File: src/rtl/mips_pkg.sv
// Shared definitions for the multi-cycle MIPS control unit: opcodes, FSM states and
// datapath select encodings.
package mips_pkg;

  localparam logic [5:0] OP_RTYPE = 6'b000000;
  localparam logic [5:0] OP_J     = 6'b000010;
  localparam logic [5:0] OP_BEQ   = 6'b000100;
  localparam logic [5:0] OP_ADDI  = 6'b001000;
  localparam logic [5:0] OP_LW    = 6'b100011;
  localparam logic [5:0] OP_SW    = 6'b101011;

  typedef enum logic [3:0] {
    StFetch  = 4'd0,
    StDecode = 4'd1,
    StMemAdr = 4'd2,
    StMemRd  = 4'd3,
    StMemWb  = 4'd4,
    StMemWr  = 4'd5,
    StExec   = 4'd6,
    StAluWb  = 4'd7,
    StBranch = 4'd8,
    StJump   = 4'd9,
    StAddiEx = 4'd10,
    StAddiWb = 4'd11,
    StTrap   = 4'd12
  } state_t;

  localparam logic [1:0] ALUOP_ADD   = 2'b00;
  localparam logic [1:0] ALUOP_SUB   = 2'b01;
  localparam logic [1:0] ALUOP_FUNCT = 2'b10;

  localparam logic [1:0] SRCB_B        = 2'b00;
  localparam logic [1:0] SRCB_FOUR     = 2'b01;
  localparam logic [1:0] SRCB_IMM      = 2'b10;
  localparam logic [1:0] SRCB_IMM_SHL2 = 2'b11;

  localparam logic [1:0] PCSRC_ALU    = 2'b00;
  localparam logic [1:0] PCSRC_ALUOUT = 2'b01;
  localparam logic [1:0] PCSRC_JUMP   = 2'b10;

endpackage

File: src/rtl/multicycle_control_if.sv
// Bundle between the control unit (master) and the instruction register / datapath (slave).
interface multicycle_control_if;
  logic [5:0] opcode_in;
  logic       mem_ready_in;
  logic       pcWrite_out;
  logic       pcWriteCond_out;
  logic       iorD_out;
  logic       memRead_out;
  logic       memWrite_out;
  logic       memtoReg_out;
  logic       irWrite_out;
  logic       aluSrcA_out;
  logic       regWrite_out;
  logic       regDst_out;
  logic [1:0] aluOp_out;
  logic [1:0] aluSrcB_out;
  logic [1:0] pcSource_out;
  logic [3:0] state_out;
  logic       illegal_out;
  logic       fault_out;

  modport master (
    input  opcode_in, mem_ready_in,
    output pcWrite_out, pcWriteCond_out, iorD_out, memRead_out, memWrite_out, memtoReg_out,
           irWrite_out, aluSrcA_out, regWrite_out, regDst_out, aluOp_out, aluSrcB_out,
           pcSource_out, state_out, illegal_out, fault_out
  );

  modport slave (
    output opcode_in, mem_ready_in,
    input  pcWrite_out, pcWriteCond_out, iorD_out, memRead_out, memWrite_out, memtoReg_out,
           irWrite_out, aluSrcA_out, regWrite_out, regDst_out, aluOp_out, aluSrcB_out,
           pcSource_out, state_out, illegal_out, fault_out
  );
endinterface

File: src/rtl/mem_wait_timer.sv
// Counts consecutive not-ready cycles in a memory state; expire flags the cycle that would
// push the wait past MEM_TIMEOUT.
module mem_wait_timer #(
  parameter int unsigned MEM_TIMEOUT = 16
) (
  input  logic clk_in,
  input  logic reset_n_in,
  input  logic clear,
  input  logic count,
  input  logic ready,
  output logic expire
);
  localparam int unsigned CntW = $clog2(MEM_TIMEOUT + 1);

  logic [CntW-1:0] cnt_q, cnt_d;

  always_comb begin
    cnt_d = cnt_q;
    if (clear) begin
      cnt_d = '0;
    end else if (count && !ready) begin
      cnt_d = cnt_q + CntW'(1);
    end
  end

  always_ff @(posedge clk_in) begin
    if (!reset_n_in) begin
      cnt_q <= '0;
    end else begin
      cnt_q <= cnt_d;
    end
  end

  // A same-cycle ready always beats the timeout.
  assign expire = count && !ready && (cnt_q == CntW'(MEM_TIMEOUT - 1));

endmodule

File: src/rtl/multicycle_control.sv
// Multi-cycle MIPS control FSM with memory wait timeout and illegal-opcode trapping.
// Define ADDI_EN to enable the addi path (ADDIEX -> ADDIWB); otherwise opcode 001000 traps.
module multicycle_control
  import mips_pkg::*;
#(
  parameter int unsigned MEM_TIMEOUT = 16
) (
  input  logic                 clk_in,
  input  logic                 reset_n_in,
  multicycle_control_if.master bus
);

  state_t state_q, state_d;
  logic   is_load_q;
  logic   illegal_q, fault_q;
  logic   set_illegal, set_fault;
  logic   timer_count, timer_expire;

  logic       pc_write, pc_write_cond, ior_d, mem_read, mem_write, memto_reg, ir_write;
  logic       alu_src_a, reg_write, reg_dst;
  logic [1:0] alu_op, alu_src_b, pc_source;

  mem_wait_timer #(
    .MEM_TIMEOUT(MEM_TIMEOUT)
  ) u_timer (
    .clk_in    (clk_in),
    .reset_n_in(reset_n_in),
    .clear     (state_d != state_q),
    .count     (timer_count),
    .ready     (bus.mem_ready_in),
    .expire    (timer_expire)
  );

  always_comb begin
    state_d     = state_q;
    set_illegal = 1'b0;
    set_fault   = 1'b0;
    timer_count = 1'b0;
    unique case (state_q)
      StFetch, StMemRd, StMemWr: begin
        timer_count = 1'b1;
        if (bus.mem_ready_in) begin
          unique case (state_q)
            StFetch: state_d = StDecode;
            StMemRd: state_d = StMemWb;
            default: state_d = StFetch;
          endcase
        end else if (timer_expire) begin
          state_d   = StTrap;
          set_fault = 1'b1;
        end
      end
      StDecode: begin
        unique case (bus.opcode_in)
          OP_RTYPE:     state_d = StExec;
          OP_LW, OP_SW: state_d = StMemAdr;
          OP_BEQ:       state_d = StBranch;
          OP_J:         state_d = StJump;
`ifdef ADDI_EN
          OP_ADDI:      state_d = StAddiEx;
`endif
          default: begin
            state_d     = StTrap;
            set_illegal = 1'b1;
          end
        endcase
      end
      // opcode_in is not stable here, so use the load/store choice captured in DECODE.
      StMemAdr: state_d = is_load_q ? StMemRd : StMemWr;
      StExec:   state_d = StAluWb;
      StMemWb, StAluWb, StBranch, StJump: state_d = StFetch;
`ifdef ADDI_EN
      StAddiEx: state_d = StAddiWb;
      StAddiWb: state_d = StFetch;
`endif
      StTrap:   state_d = StTrap;
      default:  state_d = StTrap;
    endcase
  end

  always_ff @(posedge clk_in) begin
    if (!reset_n_in) begin
      state_q   <= StFetch;
      is_load_q <= 1'b0;
      illegal_q <= 1'b0;
      fault_q   <= 1'b0;
    end else begin
      state_q   <= state_d;
      illegal_q <= illegal_q | set_illegal;
      fault_q   <= fault_q | set_fault;
      if (state_q == StDecode) begin
        is_load_q <= (bus.opcode_in == OP_LW);
      end
    end
  end

  always_comb begin
    pc_write      = 1'b0;
    pc_write_cond = 1'b0;
    ior_d         = 1'b0;
    mem_read      = 1'b0;
    mem_write     = 1'b0;
    memto_reg     = 1'b0;
    ir_write      = 1'b0;
    alu_src_a     = 1'b0;
    reg_write     = 1'b0;
    reg_dst       = 1'b0;
    alu_op        = ALUOP_ADD;
    alu_src_b     = SRCB_B;
    pc_source     = PCSRC_ALU;
    unique case (state_q)
      StFetch: begin
        mem_read  = 1'b1;
        alu_src_b = SRCB_FOUR;
        pc_source = PCSRC_ALU;
        ir_write  = bus.mem_ready_in;
        pc_write  = bus.mem_ready_in;
      end
      StDecode: alu_src_b = SRCB_IMM_SHL2;
      StMemAdr, StAddiEx: begin
        alu_src_a = 1'b1;
        alu_src_b = SRCB_IMM;
      end
      StMemRd: begin
        mem_read = 1'b1;
        ior_d    = 1'b1;
      end
      StMemWr: begin
        mem_write = 1'b1;
        ior_d     = 1'b1;
      end
      StMemWb: begin
        reg_write = 1'b1;
        memto_reg = 1'b1;
      end
      StExec: begin
        alu_src_a = 1'b1;
        alu_op    = ALUOP_FUNCT;
      end
      StAluWb: begin
        reg_write = 1'b1;
        reg_dst   = 1'b1;
      end
      StBranch: begin
        alu_src_a     = 1'b1;
        alu_op        = ALUOP_SUB;
        pc_write_cond = 1'b1;
        pc_source     = PCSRC_ALUOUT;
      end
      StJump: begin
        pc_write  = 1'b1;
        pc_source = PCSRC_JUMP;
      end
      StAddiWb: reg_write = 1'b1;
      default: ;
    endcase
    // Reset aborts mid-instruction: no write of any kind may leak out while it is held.
    if (!reset_n_in) begin
      pc_write      = 1'b0;
      pc_write_cond = 1'b0;
      ir_write      = 1'b0;
      mem_read      = 1'b0;
      mem_write     = 1'b0;
      reg_write     = 1'b0;
    end
  end

  assign bus.pcWrite_out     = pc_write;
  assign bus.pcWriteCond_out = pc_write_cond;
  assign bus.iorD_out        = ior_d;
  assign bus.memRead_out     = mem_read;
  assign bus.memWrite_out    = mem_write;
  assign bus.memtoReg_out    = memto_reg;
  assign bus.irWrite_out     = ir_write;
  assign bus.aluSrcA_out     = alu_src_a;
  assign bus.regWrite_out    = reg_write;
  assign bus.regDst_out      = reg_dst;
  assign bus.aluOp_out       = alu_op;
  assign bus.aluSrcB_out     = alu_src_b;
  assign bus.pcSource_out    = pc_source;
  assign bus.state_out       = state_q;
  assign bus.illegal_out     = illegal_q;
  assign bus.fault_out       = fault_q;

endmodule

File: src/flat_wrapper.sv
// flat-port wrapper written by rule: the top's interface ports become plain ports
module multicycle_control_flat import mips_pkg::*;
#(
  parameter int unsigned MEM_TIMEOUT = 16
)
  (clk_in, reset_n_in, bus_opcode_in, bus_mem_ready_in, bus_pcWrite_out, bus_pcWriteCond_out, bus_iorD_out, bus_memRead_out, bus_memWrite_out, bus_memtoReg_out, bus_irWrite_out, bus_aluSrcA_out, bus_regWrite_out, bus_regDst_out, bus_aluOp_out, bus_aluSrcB_out, bus_pcSource_out, bus_state_out, bus_illegal_out, bus_fault_out);
  multicycle_control_if bus_i ();
  input  logic clk_in;
  input  logic reset_n_in;
  input wire logic [$bits(bus_i.opcode_in)-1:0] bus_opcode_in;
  input wire logic [$bits(bus_i.mem_ready_in)-1:0] bus_mem_ready_in;
  output wire logic [$bits(bus_i.pcWrite_out)-1:0] bus_pcWrite_out;
  output wire logic [$bits(bus_i.pcWriteCond_out)-1:0] bus_pcWriteCond_out;
  output wire logic [$bits(bus_i.iorD_out)-1:0] bus_iorD_out;
  output wire logic [$bits(bus_i.memRead_out)-1:0] bus_memRead_out;
  output wire logic [$bits(bus_i.memWrite_out)-1:0] bus_memWrite_out;
  output wire logic [$bits(bus_i.memtoReg_out)-1:0] bus_memtoReg_out;
  output wire logic [$bits(bus_i.irWrite_out)-1:0] bus_irWrite_out;
  output wire logic [$bits(bus_i.aluSrcA_out)-1:0] bus_aluSrcA_out;
  output wire logic [$bits(bus_i.regWrite_out)-1:0] bus_regWrite_out;
  output wire logic [$bits(bus_i.regDst_out)-1:0] bus_regDst_out;
  output wire logic [$bits(bus_i.aluOp_out)-1:0] bus_aluOp_out;
  output wire logic [$bits(bus_i.aluSrcB_out)-1:0] bus_aluSrcB_out;
  output wire logic [$bits(bus_i.pcSource_out)-1:0] bus_pcSource_out;
  output wire logic [$bits(bus_i.state_out)-1:0] bus_state_out;
  output wire logic [$bits(bus_i.illegal_out)-1:0] bus_illegal_out;
  output wire logic [$bits(bus_i.fault_out)-1:0] bus_fault_out;
  assign bus_i.opcode_in = bus_opcode_in;
  assign bus_i.mem_ready_in = bus_mem_ready_in;
  assign bus_pcWrite_out = bus_i.pcWrite_out;
  assign bus_pcWriteCond_out = bus_i.pcWriteCond_out;
  assign bus_iorD_out = bus_i.iorD_out;
  assign bus_memRead_out = bus_i.memRead_out;
  assign bus_memWrite_out = bus_i.memWrite_out;
  assign bus_memtoReg_out = bus_i.memtoReg_out;
  assign bus_irWrite_out = bus_i.irWrite_out;
  assign bus_aluSrcA_out = bus_i.aluSrcA_out;
  assign bus_regWrite_out = bus_i.regWrite_out;
  assign bus_regDst_out = bus_i.regDst_out;
  assign bus_aluOp_out = bus_i.aluOp_out;
  assign bus_aluSrcB_out = bus_i.aluSrcB_out;
  assign bus_pcSource_out = bus_i.pcSource_out;
  assign bus_state_out = bus_i.state_out;
  assign bus_illegal_out = bus_i.illegal_out;
  assign bus_fault_out = bus_i.fault_out;
  multicycle_control #(.MEM_TIMEOUT(MEM_TIMEOUT)) u_core (.clk_in(clk_in), .reset_n_in(reset_n_in), .bus(bus_i));
endmodule
File: config.mk
export PLATFORM = sky130hd
export DESIGN_NAME = multicycle_control_flat
export DESIGN_NICKNAME = d
export VERILOG_FILES = /design/src/rtl/mips_pkg.sv /design/src/rtl/multicycle_control_if.sv /design/src/rtl/mem_wait_timer.sv /design/src/rtl/multicycle_control.sv /design/src/flat_wrapper.sv
export SDC_FILE = /design/constraint.sdc
export NUM_CORES = 1
export LEC_CHECK = 0
export ABC_AREA = 1
export CAP_MARGIN = 20
export CORE_AREA = 2 2 50 52
export CTS_CLUSTER_SIZE = 10
export DETAILED_ROUTE_END_ITERATION = 8
export DIE_AREA = 0 0 52 54
export PLACE_DENSITY = 0.77
export SETUP_SLACK_MARGIN = 0.1
export SLEW_MARGIN = 20
export SYNTH_ARGS = -nofsm -noshare
export SYNTH_HDL_FRONTEND = slang
export SYNTH_SLANG_ARGS = --single-unit
File: constraint.sdc
create_clock -name clk_in -period 2.1 [get_ports clk_in]
set_clock_uncertainty 0.2 [all_clocks]
set_input_delay 0.21 -clock clk_in [delete_from_list [all_inputs] [get_ports clk_in]]
set_output_delay 0.21 -clock clk_in [all_outputs]
set_load 0.05 [all_outputs]
==> impl_metrics.tcl <==
set metrics [dict create \
    status "finished, final reports clean" \
    path_class "flip-flop to flip-flop" \
    cts_buffer_depth 2 \
    synthFlopType "dfxtp_1" \
    slowest_stage "dfxtp_2" \
    wirelength_um 2762 \
    first_global_vias 1016 \
    p_sw_w 0.0005425 \
    fillers 179 \
    cp_data_required_time_ns 2.10 \
    max_freq_ghz 0.5029 \
    cts.sinks 12 \
    syn_to_final_growth_pct 61.60 \
    place_area_um2 1525 \
    die_h_um 54 \
    synth_edf_count 0 \
    setup.worst_path.start_class "flip-flop" \
    setup_viol 0 \
    critical_path_arrival_ns 1.99 \
    drt_iter0_drc 19 \
    min_period_ns 1.989 \
    viasPerCell 5.108 \
    ctsHoldBuffers 0 \
    worst_setup_path_end_kind "flip-flop" \
    critPathMostFrequentCell "ha_2" \
    start_util_pct 43.26 \
    synth.avg_cell_area_um2 6.391 \
    synth-simple-area-share_pct 50.50 \
    drt-wirelength-per-cell_um 12.39 \
    drtPass1Iterations 4 \
    diodes 0 \
    worstMarginPinSlew_ns 0.5015 \
    synth_compound_area_share_pct 7.606 \
    grt_usage_pct 20.07 \
    vias 1139 \
    ir_drop_mv 0.5794 \
    grt_max_degree 10 \
    synth_top_area_cell "dfxtp_1" \
    dpl.hpwl_um 2260 \
    drive_gt1_share_pct 39.90 \
    seq_area_frac_synth_pct 23.94 \
    cp_num_buf_inv 2 \
    p_total_w 0.001167 \
    yosys_warnings 0 \
    p_int_w 0.0006240 \
    leakage_nw 0.7060 \
    relSlewSlack_pct 66.46 \
    max_stage_delay_ns 0.34 \
    cap_violations 0 \
    utilization_pct 69.90 \
    synth.area.mux_share_pct 1.122 \
    clock_tree.root_cell "clkbuf_4" \
    io_pins 31 \
    multi_input_area_um2 749.5 \
    synth_area_um2 1003 \
    path_delay_family "simple AND/OR/NAND/NOR gates" \
    finalNetCount 205 \
    synth_top_family_by_area "simple AND/OR/NAND/NOR gates" \
    yosys.area_share.adder_pct 2.494 \
    cts_buffers 3 \
    startpoint "u_core.u_timer.cnt_q[1]" \
    clk_pin_slew_ns 0.07 \
    die_w_um 52 \
    final_antenna_net_count 0 \
    drv_slew 0 \
    cts_max_level 1 \
    synth.most_common_cell "nor2_1" \
    grt-ovfl-total 0 \
    ff_latch_area_um2 255.2 \
    cellPowerDensity_nw_per_um2 719.4 \
    core_um2 2320 \
    synth_cell_type_count 27 \
    syn_nets 168 \
    synth_xor_area_share_pct 2.618 \
    comb_power_share_pct 60.7 \
    rr_startpoint "u_core.u_timer.cnt_q[1]" \
    hold_class "flip-flop to flip-flop" \
    fin_crit_sh_pct 94.69 \
    power.share.switching_pct 46.51 \
    syn_inst 157 \
    clk_latency_ns 0.26 \
    ys_async_sr_fraction_pct 0 \
    cts_tree "done" \
    synth_top_cell_area_share_pct 23.94 \
    final-hold-violation-count 0 \
    synth_top_cells_by_area "dfxtp_1, nor2_1, nand2_1, inv_1, nor2_4" \
    die_area_um2 2808 \
    cp_cell_sequence "ha_2 > inv_2 > nor2_1 > ha_2 > o311ai_4 > buf_4 > nand2_2 > nand2_1 > nand3_2 > nor2_4 > nand2_4 > nor2_2" \
    grt_pass1_wl_um 4278 \
    rows 18 \
    post-route-cell-area_um2 1622 \
    antenna_found_initial 0 \
    place.port_buffers 30 \
    cp_max_fo 5 \
    power_frac_seq_pct 24.3 \
    power.share.clock_pct 15.1 \
    synthTopCellsByCount "nor2_1, nand2_1, inv_1" \
    ys_ff_latch 12 \
    drcViolationCount 0 \
    gp_congestion 0.8810 \
    hp-start "u_core.bus.fault_out" \
    rsz0062_at_grt "true" \
]
[flip-flops by register name, indices dropped and copies added, names as in the netlist]
signal / count
u_core.bus.fault_out: 1
u_core.u_timer.cnt_q: 5
u_core.is_load_q: 1
u_core.bus.state_out: 4
u_core.bus.illegal_out: 1
[cell usage in the layout, fill, tap and decap left out, types with 3 or more instances in the layout]
| master | netlist | layout |
|---|---|---|
| a21oi_1 | 7 | 4 |
| buf_12 | 0 | 12 |
| buf_4 | 0 | 8 |
| clkbuf_4 | 0 | 3 |
| clkdlybuf4s50_1 | 0 | 14 |
| dfxtp_1 | 12 | 6 |
| dfxtp_2 | 0 | 3 |
| dfxtp_4 | 0 | 3 |
| inv_1 | 22 | 19 |
| inv_2 | 3 | 6 |
| nand2_1 | 25 | 24 |
| nand2_2 | 7 | 8 |
| nand3_1 | 8 | 8 |
| nand3_4 | 2 | 3 |
| nand4_1 | 3 | 3 |
| nor2_1 | 34 | 28 |
| nor2_2 | 7 | 7 |
| nor2_4 | 4 | 10 |
[cells by family after synthesis]
family | Yosys count
AO/OA/AOI/OAI | 14
XOR/XNOR | 3
adder cells (fa/ha/maj) | 2
buffers and inverters | 29
flip-flops | 12
multiplexers | 1
AND/OR/NAND/NOR | 96
[final timing paths]
path	to	slack [ns]	cells after the start
setup / recovery	u_core.u_timer.cnt_q[0]	0.11	12
hold reg to reg	u_core.bus.fault_out	0.26	2
setup reg to reg	u_core.u_timer.cnt_q[0]	0.11	12
hold / removal	u_core.bus.fault_out	0.26	2
[worst reg2reg max path: cells and delay by family, from the launching register on]
| family | cells | cell delay (ns) |
|---|---|---|
| buffers and inverters | 2 | 0.22 |
| AO/OA/AOI/OAI | 1 | 0.25 |
| flip-flops | 1 | 0.34 |
| adder cells (fa/ha/maj) | 2 | 0.39 |
| AND/OR/NAND/NOR | 7 | 0.52 |
[power groups by stage]
stage / Clock (W) / Combinational [W] / Sequential (W)
6_report: 0.000176 / 0.000708 / 0.000283
5_1_grt: 0.000193 / 0.000751 / 0.000285
4_1_cts: 0.000181 / 0.000686 / 0.000286
3_5_place_dp: 0 / 0.000675 / 0.000289
3_3_place_gp: 0 / 0.000663 / 0.000287
2_1_floorplan: 0 / 0.000417 / 0.000326
[per-stage QoR]
step / setup TNS, ns / cells / setup slack [ns] / hold slack [ns]
after global placement: 0 / 217 / 0.05137 / 0.2400
final: 0 / 223 / 0.1115 / 0.2554
after CTS: 0 / 221 / 0.1024 / 0.2582
after detailed placement: -0.1106 / 217 / -0.03614 / 0.2441
after global routing: 0 / 223 / 0.02746 / 0.2878
after floorplan: 0 / 157 / 0.04548 / 0.1484
[final cells by class]
type,count,area share [%]
clock buffer,4,2.238
inverter,27,6.327
multi-input combinational,116,46.22
sequential,12,15.74
tap,30,2.315
timing repair buffer,34,27.16
[per-layer routing]
layer | routed length (um) | track usage [%] | vias to the layer above | share of wire [%]
met5 | 0 | 0 | - | 0
met1 | 1095 | 24.37 | 536 | 40
met4 | 19 | 4.825 | 0 | 0.69
met2 | 1491 | 37.34 | 38 | 54
met3 | 156 | 2.500 | 2 | 5.6
li1 | - | - | 563 | -
[repair_timing]
action                     in CTS  in global routing
pin swaps                       1                  1
resized for setup               4                  9
buffers inserted                0                  2
setup endpoints to repair       5                  9
No activity file was read; power rests on OpenSTA's default activity.
